$ cat src/rtl/h264_stream_feeder.sv
// Host byte stream to 16-bit decoder word feeder: packs byte pairs MSB-first,
// buffers them in a FIFO and delivers one word per decoder request. Optional STREAM_STATS_EN adds counters.
module h264_stream_feeder #(
    parameter int DEPTH_LOG2 = 4
) (
    input  logic                  clk,
    input  logic                  reset_n,
    input  logic [7:0]            host_data,
    input  logic                  host_valid,
    input  logic                  host_last,
    output logic                  host_ready,
    input  logic                  bi_next,
    output logic [15:0]           bo_data,
    output logic                  bo_we,
    output logic [DEPTH_LOG2:0]   fifo_level,
    output logic                  eos_done
`ifdef STREAM_STATS_EN
    ,
    output logic [15:0]           sc_count,
    output logic [31:0]           byte_count
`endif
);

    localparam int DEPTH = 1 << DEPTH_LOG2;
    localparam logic [1:0] S_IDLE_HI = 2'd0;
    localparam logic [1:0] S_HAVE_HI = 2'd1;
    localparam logic [1:0] S_PAD     = 2'd2;
    localparam logic [1:0] S_DRAIN   = 2'd3;
    localparam logic [DEPTH_LOG2:0]   LVL_ONE = 1;
    localparam logic [DEPTH_LOG2-1:0] PTR_ONE = 1;

    logic [1:0]            state_q, state_d;
    logic [7:0]            hi_q, hi_d;
    logic [DEPTH_LOG2-1:0] wr_ptr_q, wr_ptr_d, rd_ptr_q, rd_ptr_d;
    logic [DEPTH_LOG2:0]   level_q, level_d;
    logic [15:0]           bo_data_q, bo_data_d;
    logic                  bo_we_q, bo_we_d;
    logic                  eos_q, eos_d;
    logic                  init_q, init_d;
    logic [15:0]           mem [DEPTH];

    logic        full, empty, accept, push, pop;
    logic [15:0] push_data;

    // Level never exceeds DEPTH, so its MSB alone marks the full condition.
    assign full  = level_q[DEPTH_LOG2];
    assign empty = (level_q == '0);
    assign pop   = bi_next && !empty;

    always_comb begin
        host_ready = init_q && !full && (state_q == S_IDLE_HI || state_q == S_HAVE_HI);
        accept     = host_valid && host_ready;
        init_d     = 1'b1;
        state_d    = state_q;
        hi_d       = hi_q;
        push       = 1'b0;
        push_data  = 16'h0000;
        eos_d      = 1'b0;
        case (state_q)
            S_IDLE_HI: if (accept) begin
                hi_d    = host_data;
                state_d = host_last ? S_PAD : S_HAVE_HI;
            end
            S_HAVE_HI: if (accept) begin
                push      = 1'b1;
                push_data = {hi_q, host_data};
                state_d   = host_last ? S_DRAIN : S_IDLE_HI;
            end
            S_PAD: if (!full) begin
                push      = 1'b1;
                push_data = {hi_q, 8'h00};
                state_d   = S_DRAIN;
            end
            default: if (empty) begin
                // Empty means the final pop already landed in bo_data_q this cycle.
                eos_d   = 1'b1;
                state_d = S_IDLE_HI;
            end
        endcase

        wr_ptr_d = push ? wr_ptr_q + PTR_ONE : wr_ptr_q;
        rd_ptr_d = pop  ? rd_ptr_q + PTR_ONE : rd_ptr_q;
        case ({push, pop})
            2'b10:   level_d = level_q + LVL_ONE;
            2'b01:   level_d = level_q - LVL_ONE;
            default: level_d = level_q;
        endcase
        bo_we_d   = pop;
        bo_data_d = pop ? mem[rd_ptr_q] : bo_data_q;
    end

    // NOTE: state registers use non-blocking assignments so every flop samples pre-edge values.
    always_ff @(posedge clk or negedge reset_n) begin
        if (!reset_n) begin
            state_q   <= S_IDLE_HI;
            hi_q      <= 8'h00;
            wr_ptr_q  <= '0;
            rd_ptr_q  <= '0;
            level_q   <= '0;
            bo_data_q <= 16'h0000;
            bo_we_q   <= 1'b0;
            eos_q     <= 1'b0;
            init_q    <= 1'b0;
        end else begin
            state_q   <= state_d;
            hi_q      <= hi_d;
            wr_ptr_q  <= wr_ptr_d;
            rd_ptr_q  <= rd_ptr_d;
            level_q   <= level_d;
            bo_data_q <= bo_data_d;
            bo_we_q   <= bo_we_d;
            eos_q     <= eos_d;
            init_q    <= init_d;
        end
    end

    // NOTE: storage is not reset; pointers and level alone decide which entries are valid.
    always_ff @(posedge clk) begin
        if (push) mem[wr_ptr_q] <= push_data;
    end

    assign bo_data    = bo_data_q;
    assign bo_we      = bo_we_q;
    assign fifo_level = level_q;
    assign eos_done   = eos_q;

`ifdef STREAM_STATS_EN
    logic [15:0] sc_q, sc_d;
    logic [31:0] bytes_q, bytes_d;
    logic [7:0]  b1_q, b1_d, b2_q, b2_d;
    logic [1:0]  hist_q, hist_d;

    always_comb begin
        sc_d    = sc_q;
        bytes_d = bytes_q;
        b1_d    = b1_q;
        b2_d    = b2_q;
        hist_d  = hist_q;
        if (accept) begin
            bytes_d = bytes_q + 32'd1;
            if (hist_q == 2'd2 && b2_q == 8'h00 && b1_q == 8'h00 &&
                host_data == 8'h01 && sc_q != 16'hFFFF)
                sc_d = sc_q + 16'd1;
            // History restarts at stream end so start codes never straddle streams.
            if (host_last) begin
                hist_d = 2'd0;
            end else begin
                b2_d   = b1_q;
                b1_d   = host_data;
                hist_d = (hist_q == 2'd2) ? 2'd2 : hist_q + 2'd1;
            end
        end
    end

    always_ff @(posedge clk or negedge reset_n) begin
        if (!reset_n) begin
            sc_q    <= 16'h0000;
            bytes_q <= 32'h0;
            b1_q    <= 8'h00;
            b2_q    <= 8'h00;
            hist_q  <= 2'd0;
        end else begin
            sc_q    <= sc_d;
            bytes_q <= bytes_d;
            b1_q    <= b1_d;
            b2_q    <= b2_d;
            hist_q  <= hist_d;
        end
    end

    assign sc_count   = sc_q;
    assign byte_count = bytes_q;
`endif

endmodule

$ cat config.mk
export PLATFORM = sky130hd
export DESIGN_NAME = h264_stream_feeder
export DESIGN_NICKNAME = d
export VERILOG_FILES = /design/src/rtl/h264_stream_feeder.sv
export SDC_FILE = /design/constraint.sdc
export NUM_CORES = 1
export LEC_CHECK = 0
export CAP_MARGIN = 5
export CORE_ASPECT_RATIO = 1.5
export CORE_UTILIZATION = 55
export CTS_CLUSTER_DIAMETER = 200
export DETAILED_ROUTE_END_ITERATION = 8
export DONT_BUFFER_PORTS = 1
export PLACE_DENSITY = 0.78
export SLEW_MARGIN = 30
export SYNTH_ARGS = -nofsm -noshare
export SYNTH_HDL_FRONTEND = slang
export SYNTH_SLANG_ARGS = --single-unit
export TNS_END_PERCENT = 1
$ cat constraint.sdc
create_clock -name clk -period 4.41 [get_ports clk]
set_input_delay 0.882 -clock clk [delete_from_list [all_inputs] [get_ports clk]]
set_output_delay 0.882 -clock clk [all_outputs]
set_load 0.05 [all_outputs]
-- Word level (Yosys, flattened, before mapping)
Memory sizes are Yosys's and may differ from the RTL's. A register that Yosys moved wholly into a read port is not among the register bits.
Index checks and enable logic that the tools add are counted.
- memories: 1
- memory bits (writable): 256
- word-level logic and storage cells: 53
- register bits after elaboration: 26
- bits of input ports: 13
- output and inout bits: 24
- reductions and logical operators: 15
- equality and inequality tests: 7
- add/sub/neg operators: 4
- mux-type cells: 18
- memories (memory ; words ; bits a word ; rd ports ; clocked after Yosys merged registers in ; write ports ; line ; source):
    mem ; 16 ; 16 ; 1 ; 1 ; 1 ; 40 ; logic [15:0] mem [DEPTH];
- operators with widths (cell ; count):
    2-to-1 mux 16 bit ; 2
    case mux 16 bit (2 select lines) ; 1
    2-to-1 mux 2 bit ; 6
    case mux 5 bit (2 select lines) ; 1
    adder 4 x 1 -> 4 bit (second input constant) ; 2
    2-to-1 mux 1 bit ; 6
    != test 2 bit (second input constant) ; 3
    case mux 2 bit (3 select lines) ; 1
    adder 5 x 1 -> 5 bit (second input constant) ; 1
    zero test 5 bit ; 1
    subtractor 5 x 1 -> 5 bit (second input constant) ; 1
    == test 2 x 1 -> 1 bit (second input constant) ; 2
    == test 2 bit (second input constant) ; 2
    logical AND 1 bit ; 4
    AND reduction 4 bit ; 1
    nonzero test 4 bit ; 1
    zero test 1 bit ; 3
    OR reduction 3 bit ; 1
    zero test 2 bit ; 1
    case mux 1 bit (2 select lines) ; 1
    AND reduction 2 bit ; 1
    nonzero test 2 bit ; 1
    logical OR 1 bit ; 1

-- Depth between registers and ports, before layout
Gate-level depths: netlist (run 1).
- depth in word-level cells: 8
- depth in mapped cells: 13
- mapped depth without buffers: 12

-- Worst setup path before layout (run 1)
OpenSTA, ideal clock, no wires.
- path kind: reg2reg
- from: register level_q[2], in the netlist fifo_level[2]
- to: register level_q[4], in the netlist fifo_level[4]
- setup slack: 1.077 ns
- arrival: 3.253 ns
- library setup time: 0.080 ns
- stages on the path, launching flop included: 13
- period minus slack after synthesis: 3.333 ns
- path buffers: 3
- data required time: 4.330 ns
- cell sequence: dfrtp_1 clkbuf_1 nor4_1 a21boi_2 buf_2 ha_1 clkbuf_1 xor2_1 ha_1 a21boi_0 o32ai_1 nor4b_1 xnor2_1
- cells in the longest elaborated chain, start to end: 5
- elaborated cells on any way between the ends: 9
- those cells by class: add/sub (2); eq/ne (2); mux (1); reduce/logical (4)
- ends and longest elaborated chain (what ; line ; source):
    from (decl) ; 35 ; logic [DEPTH_LOG2:0] level_q, level_d;
    from (signal assigned) ; 109 ; level_q <= level_d;
    zero test 5 bit (*) ; 47 ; assign empty = (level_q == '0);
    zero test 1 bit (*) ; 48 ; assign pop = bi_next && !empty;
    logical AND 1 bit (*) ; 48 ;
    named net bo_we_d ; 37 ; logic bo_we_q, bo_we_d;
    == test 2 x 1 -> 1 bit or == test 2 bit (tied branches) ; 83 ; case ({push, pop})
    case mux 5 bit (2 select lines) or nonzero test 2 bit (tied branches) ; - ;
Mark *: on every way through the listed nets, which the timed path passes. The rest lies on a longest branch.
A chain may end at the register's enable or synchronous reset.

-- Final worst setup path (run 1)
- from: register level_q[1], in the netlist fifo_level[1]
- to: register level_q[4], in the netlist fifo_level[4]
- cells in the longest elaborated chain, start to end: 5
- elaborated cells on any way between the ends: 9
- those cells by class: add/sub (2); eq/ne (2); mux (1); reduce/logical (4)
- ends and longest elaborated chain (what):
    parallel branches: the longest is 5 deep, another holds subtractor 5 x 1 -> 5 bit
Several ways; the timed one is not identified.

==> impl_metrics.yaml, run 1 <==
placement:
  port_buffers: 0
  hpwl_um: 14500
  globalplace.congestion: 0.847
  place_area_sq_um: 12200
  dp.cells: 841
die:
  top_level_ports: 37
  die_h_um: 182
  rows: 65
  die_width_um: 122
  design.core.area_sq_um: 21100
  die_area_sq_um: 22300
  start_util_pct: 56.4
synthesis:
  synth_edf_count: 256
  ys_async_sr_fraction_pct: 14.1
  ys.flop_type: "edfxtp_1"
  synth_fa_ha_area_share_pct: 1.36
  yosysSeqAreaShare_pct: 73.3
  synth_top_area_cell: "edfxtp_1"
  synth_area_sq_um: 11900
  synth_cell_types: 53
  synth_top_family_by_area: "multiplexers"
  synth_top_cell_area_share_pct: 64.5
  ys_warn_count: 0
  synthSimpleGateAreaFrac_pct: 3.51
  synth-seq-cells: 298
  synth_area_per_cell_sq_um: 20.3
  synth_mux_area_share_pct: 14.7
  synth_xor_area_share_pct: 0.808
  synth_area_leaders: "edfxtp_1, mux4_2, dfrtp_1"
  synth_compound_area_share_pct: 4.56
  synth_nets: 613
  synthCells: 587
clock_tree:
  cts_root_buf: "clkbuf_16"
  htree_levels: 1
  cts.sinks: 298
  clock_latency_ns: 0.53
  cts_resized: 0
  cts_hold_buf: 0
  cts_tree: "done"
  clockBufferDepth: 3
  cts_made_buffers: 26
  path_clk_slew_ns: 0.07
  postCtsSetupRepairBufs: 0
critical_path:
  critPathBufInv: 0
  r2r-start: "fifo_level[1]"
  worstSetupPathDepth: 8
  cp-start-kind: "flop"
  rr_worst_depth: 8
  crit_chain: "nor4_1 > a21boi_4 > ha_1 > ha_1 > or4b_2 > o32ai_1 > nor4b_1 > xnor2_1"
  cp.arrival_ns: 3.66
  cp-end-kind: "flop"
  critPathRequiredTime_ns: 4.79
  cpPeakStageDelay_ns: 0.67
  crit_type: "flop to flop"
  rrSetupSlack_ns: 1.14
  path_delay_family: "simple AND/OR/NAND/NOR gates"
  r2r_end: "fifo_level[4]"
  cp_slowest_cell: "nor4_1"
  cpMostUsedCell: "ha_1"
  crit_fanout: 13
timing:
  hold_violations: 0
  final-setup-viol-count: 0
  relSlewSlack_pct: 35.7
  timing.fmax_mhz: 306
  tightest_slew_ns: 0.960
  fin_skew_ns: 0.0175
  period_share_pct: 74.2
  finalCriticalPeriod_ns: 3.27
  timing_max_transition_violations_final: 0
  rsz0062_at_grt: "false"
  whs_ns: 0.0478
  tns_ns: 0
power_and_ir_drop:
  p_int_mw: 5.85
  power-per-cell-area_nw_per_um2: 650
  clock_power_share_pct: 28.0
  total_power_mw: 8.56
  irDropWorstVdd_v: 0.000485
  p_leak_nw: 4.44
  p_switching_mw: 2.71
  swShare_pct: 31.7
  seqPwrFrac_pct: 47.2
  pwr-share-comb_pct: 24.8
global_route:
  overflow: 0
  grt_usage_pct: 22.7
  grt_max_degree: 43
  antenna_found_initial: 0
  grt_pass1_vias: 6235
  grt_pass1_wl_um: 36500
cells_and_area:
  syn_to_final_growth_pct: 10.5
  fin_cells: 889
  nNetsFinal: 627
  final_common_cell: "edfxtp_1"
  drive_gt1_share_pct: 30.6
  final_area_sq_um: 13200
  mostFrequentLayoutCells: "edfxtp_1, mux4_2, dfrtp_1"
  n_antenna_cell: 0
detailed_routing:
  drt_pre_antenna_iters: 5
  vias: 5687
  vias_per_cell: 6.40
  ant_nets: 0
  route.detailed.drc: 0
  wl_um: 23800
  drt-initial-drc-count: 658
  wire_per_inst_um: 26.8
run:
  cap_viol_max_count: 0
outcome:
  status: "finished, final reports clean"
min_path:
  min_path_type: "input pin to async pin"
==> per-layer routing <==
| metal | track usage, % | vias up | wire, um |
|---|---|---|---|
| li1 | - | 2428 | - |
| met1 | 28.9 | 3000 | 8990 |
| met2 | 38.6 | 213 | 12500 |
| met3 | 4.41 | 46 | 1600 |
| met4 | 8.39 | 0 | 756 |
| met5 | 0 | - | 0 |
==> cell families (layout without fill, tap and decap cells) <==
kind of cell / after synthesis / after routing
adders and majority gates: 13 / 13
AOI/OAI and AO/OA: 68 / 68
xor gates and xnor gates: 11 / 11
muxes: 92 / 92
DFF: 298 / 298
other: 1 / 1
buffers and inverters: 39 / 73
and+or+nand+nor: 65 / 65
==> registers in the layout (all words and copies together), names as in the netlist <==
name,flops
state_q,2
rd_ptr_q,4
wr_ptr_q,4
bo_we,1
init_q,1
fifo_level,5
hi_q,8
eos_done,1
bo_data,16
mem,256
==> per-stage QoR <==
stage	setup WS, ns	util (%)
floorplan	1.08	-
global placement	1.23	57.9
detailed placement	1.09	57.9
CTS	1.15	62.3
global route	0.897	62.3
finish	1.14	62.3
==> synthesized netlist by cell type, types with 6 or more instances <==
| master | number |
|---|---|
| a21oi_2 | 10 |
| o22ai_2 | 10 |
| o22ai_1 | 22 |
| inv_1 | 7 |
| and3_1 | 8 |
| xnor2_1 | 7 |
| mux2_2 | 27 |
| ha_1 | 13 |
| dfrtp_1 | 42 |
| clkbuf_1 | 15 |
| nor3b_1 | 6 |
| mux4_2 | 64 |
| buf_2 | 8 |
| a21oi_1 | 8 |
| nand2_1 | 7 |
| edfxtp_1 | 256 |
| and2_1 | 19 |
==> worst max-delay path by stage <==
stage                   from       endpoint
6_report       fifo_level[1]  fifo_level[4]
5_1_grt           state_q[1]  fifo_level[4]
4_1_cts        fifo_level[1]  fifo_level[4]
3_5_place_dp      host_valid  fifo_level[4]
3_3_place_gp      host_valid  fifo_level[4]
2_1_floorplan  fifo_level[2]  fifo_level[4]
==> power groups by stage <==
| stage | clock [mW] | sequential, mW | combinational (mW) |
|---|---|---|---|
| CTS | 2.42 | 4.05 | 2.15 |
| detailed placement | 0 | 4.11 | 2.12 |
| global route | 2.53 | 4.08 | 2.28 |
| finish | 2.40 | 4.04 | 2.13 |
| global placement | 0 | 4.08 | 2.03 |
| floorplan | 0 | 3.87 | 1.85 |
==> area by class of cell <==
cell class / count / area [sq um]
clock buffer: 35 / 736
timing repair buffer: 18 / 135
tap: 268 / 335
clock inverter: 13 / 185
multi-input combinational: 250 / 3010
sequential: 298 / 8740
inverter: 7 / 26.3
fill: 1407 / 7970
(Power assumes the default switching activity.)
==> inputs of run 2 (changes only) <==
- ABC_AREA: not set -> 1
- PLACE_DENSITY: 0.78 -> 0.81
- clock period: 4.41 -> 2.7 ns (I/O delays scaled with it)
==> impl_metrics.yaml, run 2 <==
synthesis:
  ys.flop_type: "edfxtp_1"
  synth_area_per_cell_sq_um: 10.0
  synth_area_leaders: "edfxtp_1, nand2_1, dfrtp_1"
  ys_warn_count: 0
  synth_top_area_cell: "edfxtp_1"
  netlist_top_cells_count: "nand2_1, edfxtp_1, inv_1"
  synthCells: 1309
  synth_edf_count: 256
  synth-seq-cells: 298
  synthMostInstantiatedCell: "nand2_1"
  synth_cell_types: 31
  synth_top_cell_area_share_pct: 58.5
  synth_area_sq_um: 13100
  synth_nets: 1335
  ys_async_sr_fraction_pct: 14.1
  yosysSeqAreaShare_pct: 66.6
critical_path:
  crit_type: "flop to flop"
  cp-end-kind: "flop"
  crit_fanout: 10
  cp.arrival_ns: 2.96
  cp-start-kind: "flop"
  critPathRequiredTime_ns: 3.16
placement:
  dp.cells: 1623
  hpwl_um: 18300
  port_buffers: 0
  globalplace.congestion: 0.845
  place_ws_ns: 0.0905
global_route:
  antenna_found_initial: 0
  grt_pass1_wl_um: 45900
  grt_usage_pct: 24.9
  overflow: 0
  grt_pass1_vias: 8868
  grt_max_degree: 131
timing:
  whs_ns: 0.196
  timing_max_transition_violations_final: 0
  fin_ws_ns: 0.201
  final-setup-viol-count: 0
  relSlewSlack_pct: 46.4
  tightest_slew_ns: 0.804
  timing.fmax_mhz: 400
  finalCriticalPeriod_ns: 2.50
  period_share_pct: 92.6
  fin_skew_ns: 0.0100
  hold_violations: 0
power_and_ir_drop:
  p_leak_nw: 6.64
  irDropWorstVdd_v: 0.00100
  power-per-cell-area_nw_per_um2: 1030
  total_power_mw: 15.2
detailed_routing:
  route.detailed.drc: 0
  wire_per_inst_um: 17.5
  vias: 8953
  drt-initial-drc-count: 774
  ant_nets: 0
  vias_per_cell: 5.35
  wl_um: 29400
  drt_pre_antenna_iters: 5
die:
  die_h_um: 191
  die_width_um: 128
  start_util_pct: 56.5
  top_level_ports: 37
  design.core.area_sq_um: 23200
  rows: 68
  die_area_sq_um: 24500
clock_tree:
  path_clk_slew_ns: 0.06
  clockBufferDepth: 3
  clock_latency_ns: 0.52
  cts_root_buf: "clkbuf_16"
  htree_levels: 1
  cts_tree: "done"
  cts.sinks: 298
  cts_made_buffers: 27
min_path:
  min_path_type: "input pin to flop"
cells_and_area:
  nNetsFinal: 1366
  drive_gt1_share_pct: 9.93
  mostFrequentLayoutCells: "nand2_1, edfxtp_1, inv_1"
  largest-register: "mem"
  n_antenna_cell: 0
  fin_cells: 1674
  final_util_pct: 63.1
  largest_register_ff_count: 256
  final_common_cell: "nand2_1"
  syn_to_final_growth_pct: 11.7
outcome:
  status: "finished, final reports clean"
run:
  cap_viol_max_count: 0
run 2: cell types whose count changed in the layout (fill, tap and decap cells not counted), sizes merged, moves of 8 or more:
| cell | delta |
|---|---|
| o21ai | +12 |
| o22ai | -32 |
| nand3 | +202 |
| and2 | -19 |
| nor2 | +34 |
| buf | +40 |
| nand2 | +426 |
| and3 | -8 |
| mux2 | -27 |
| mux4 | -64 |
| inv | +224 |
| a21oi | -16 |
run 2: final cells by class:
cell class | instances | area (sq um)
sequential | 298 | 8740
inverter | 234 | 880
multi-input combinational | 720 | 3290
fill | 1733 | 8560
clock inverter | 18 | 155
tap | 315 | 394
clock buffer | 30 | 687
timing repair buffer | 59 | 515
run 2: stage by stage:
stage | TNS, ns | instance area (sq um)
after floorplan | 0 | 13100
after global placement | 0 | 13800
after detailed placement | 0 | 13800
after CTS | 0 | 14600
after global routing | -0.00798 | 14700
final | 0 | 14700
run 2: cells by family after synthesis:
kind of cell               Yosys count  share of synthesized area, %
xor gates and xnor gates             9                         0.658
and+or+nand+nor                    677                          21.9
other                                1                        0.0286
adders and majority gates           13                          1.24
DFF                                298                          66.6
AOI/OAI and AO/OA                   20                         0.801
buffers and inverters              291                          8.83
run 2: worst paths after layout:
path	start	endpoint	slack, ns	cells after the start
min in group asynchronous	reset_n	fifo_level[1]	0.51	2
max in group asynchronous	reset_n	rd_ptr_q[0]	1.94	2
max reg2reg	state_q[1]	fifo_level[4]	0.20	18
min reg2reg	hi_q[7]	hi_q[7]	0.49	2
max	state_q[1]	fifo_level[4]	0.20	18
min	host_data[0]	hi_q[0]	0.20	2
run 2: repair_timing:
item,4_1_cts,5_1_grt
endpoints found under the hold margin,42,0
buffers inserted,0,1
endpoints found under the setup margin,0,3
hold buffers,2,0
gates resized for setup,0,6
run 2: per-layer routing:
| metal | vias to the layer above | wire, um | part of all wire, % | GRT usage, % |
|---|---|---|---|---|
| li1 | 4218 | - | - | - |
| met1 | 4261 | 10700 | 36 | 28.7 |
| met2 | 380 | 15600 | 53 | 45.2 |
| met3 | 94 | 1740 | 5.9 | 3.19 |
| met4 | 0 | 1330 | 4.5 | 12.2 |
| met5 | - | 0 | 0 | 0 |
run 2: where the power goes:
part           internal, mW  switching (mW)
Sequential             5.53           0.681
Combinational          1.58            3.71
Clock                  2.03            1.62
Total                  9.14            6.01
run 2: worst max-delay path: stages, from the launching register on:
cell and delay, ns:
dfrtp_1 0.39, inv_1 0.11, ha_2 0.21, inv_1 0.07
nand2_2 0.10, nand4_2 0.12, inv_2 0.09, nand3_2 0.09
nand2_4 0.08, inv_2 0.09, ha_4 0.20, ha_1 0.32
inv_1 0.06, o21bai_1 0.14, inv_1 0.05, nand2_1 0.07
xor2_1 0.15, nand2_1 0.06, nand2_1 0.05
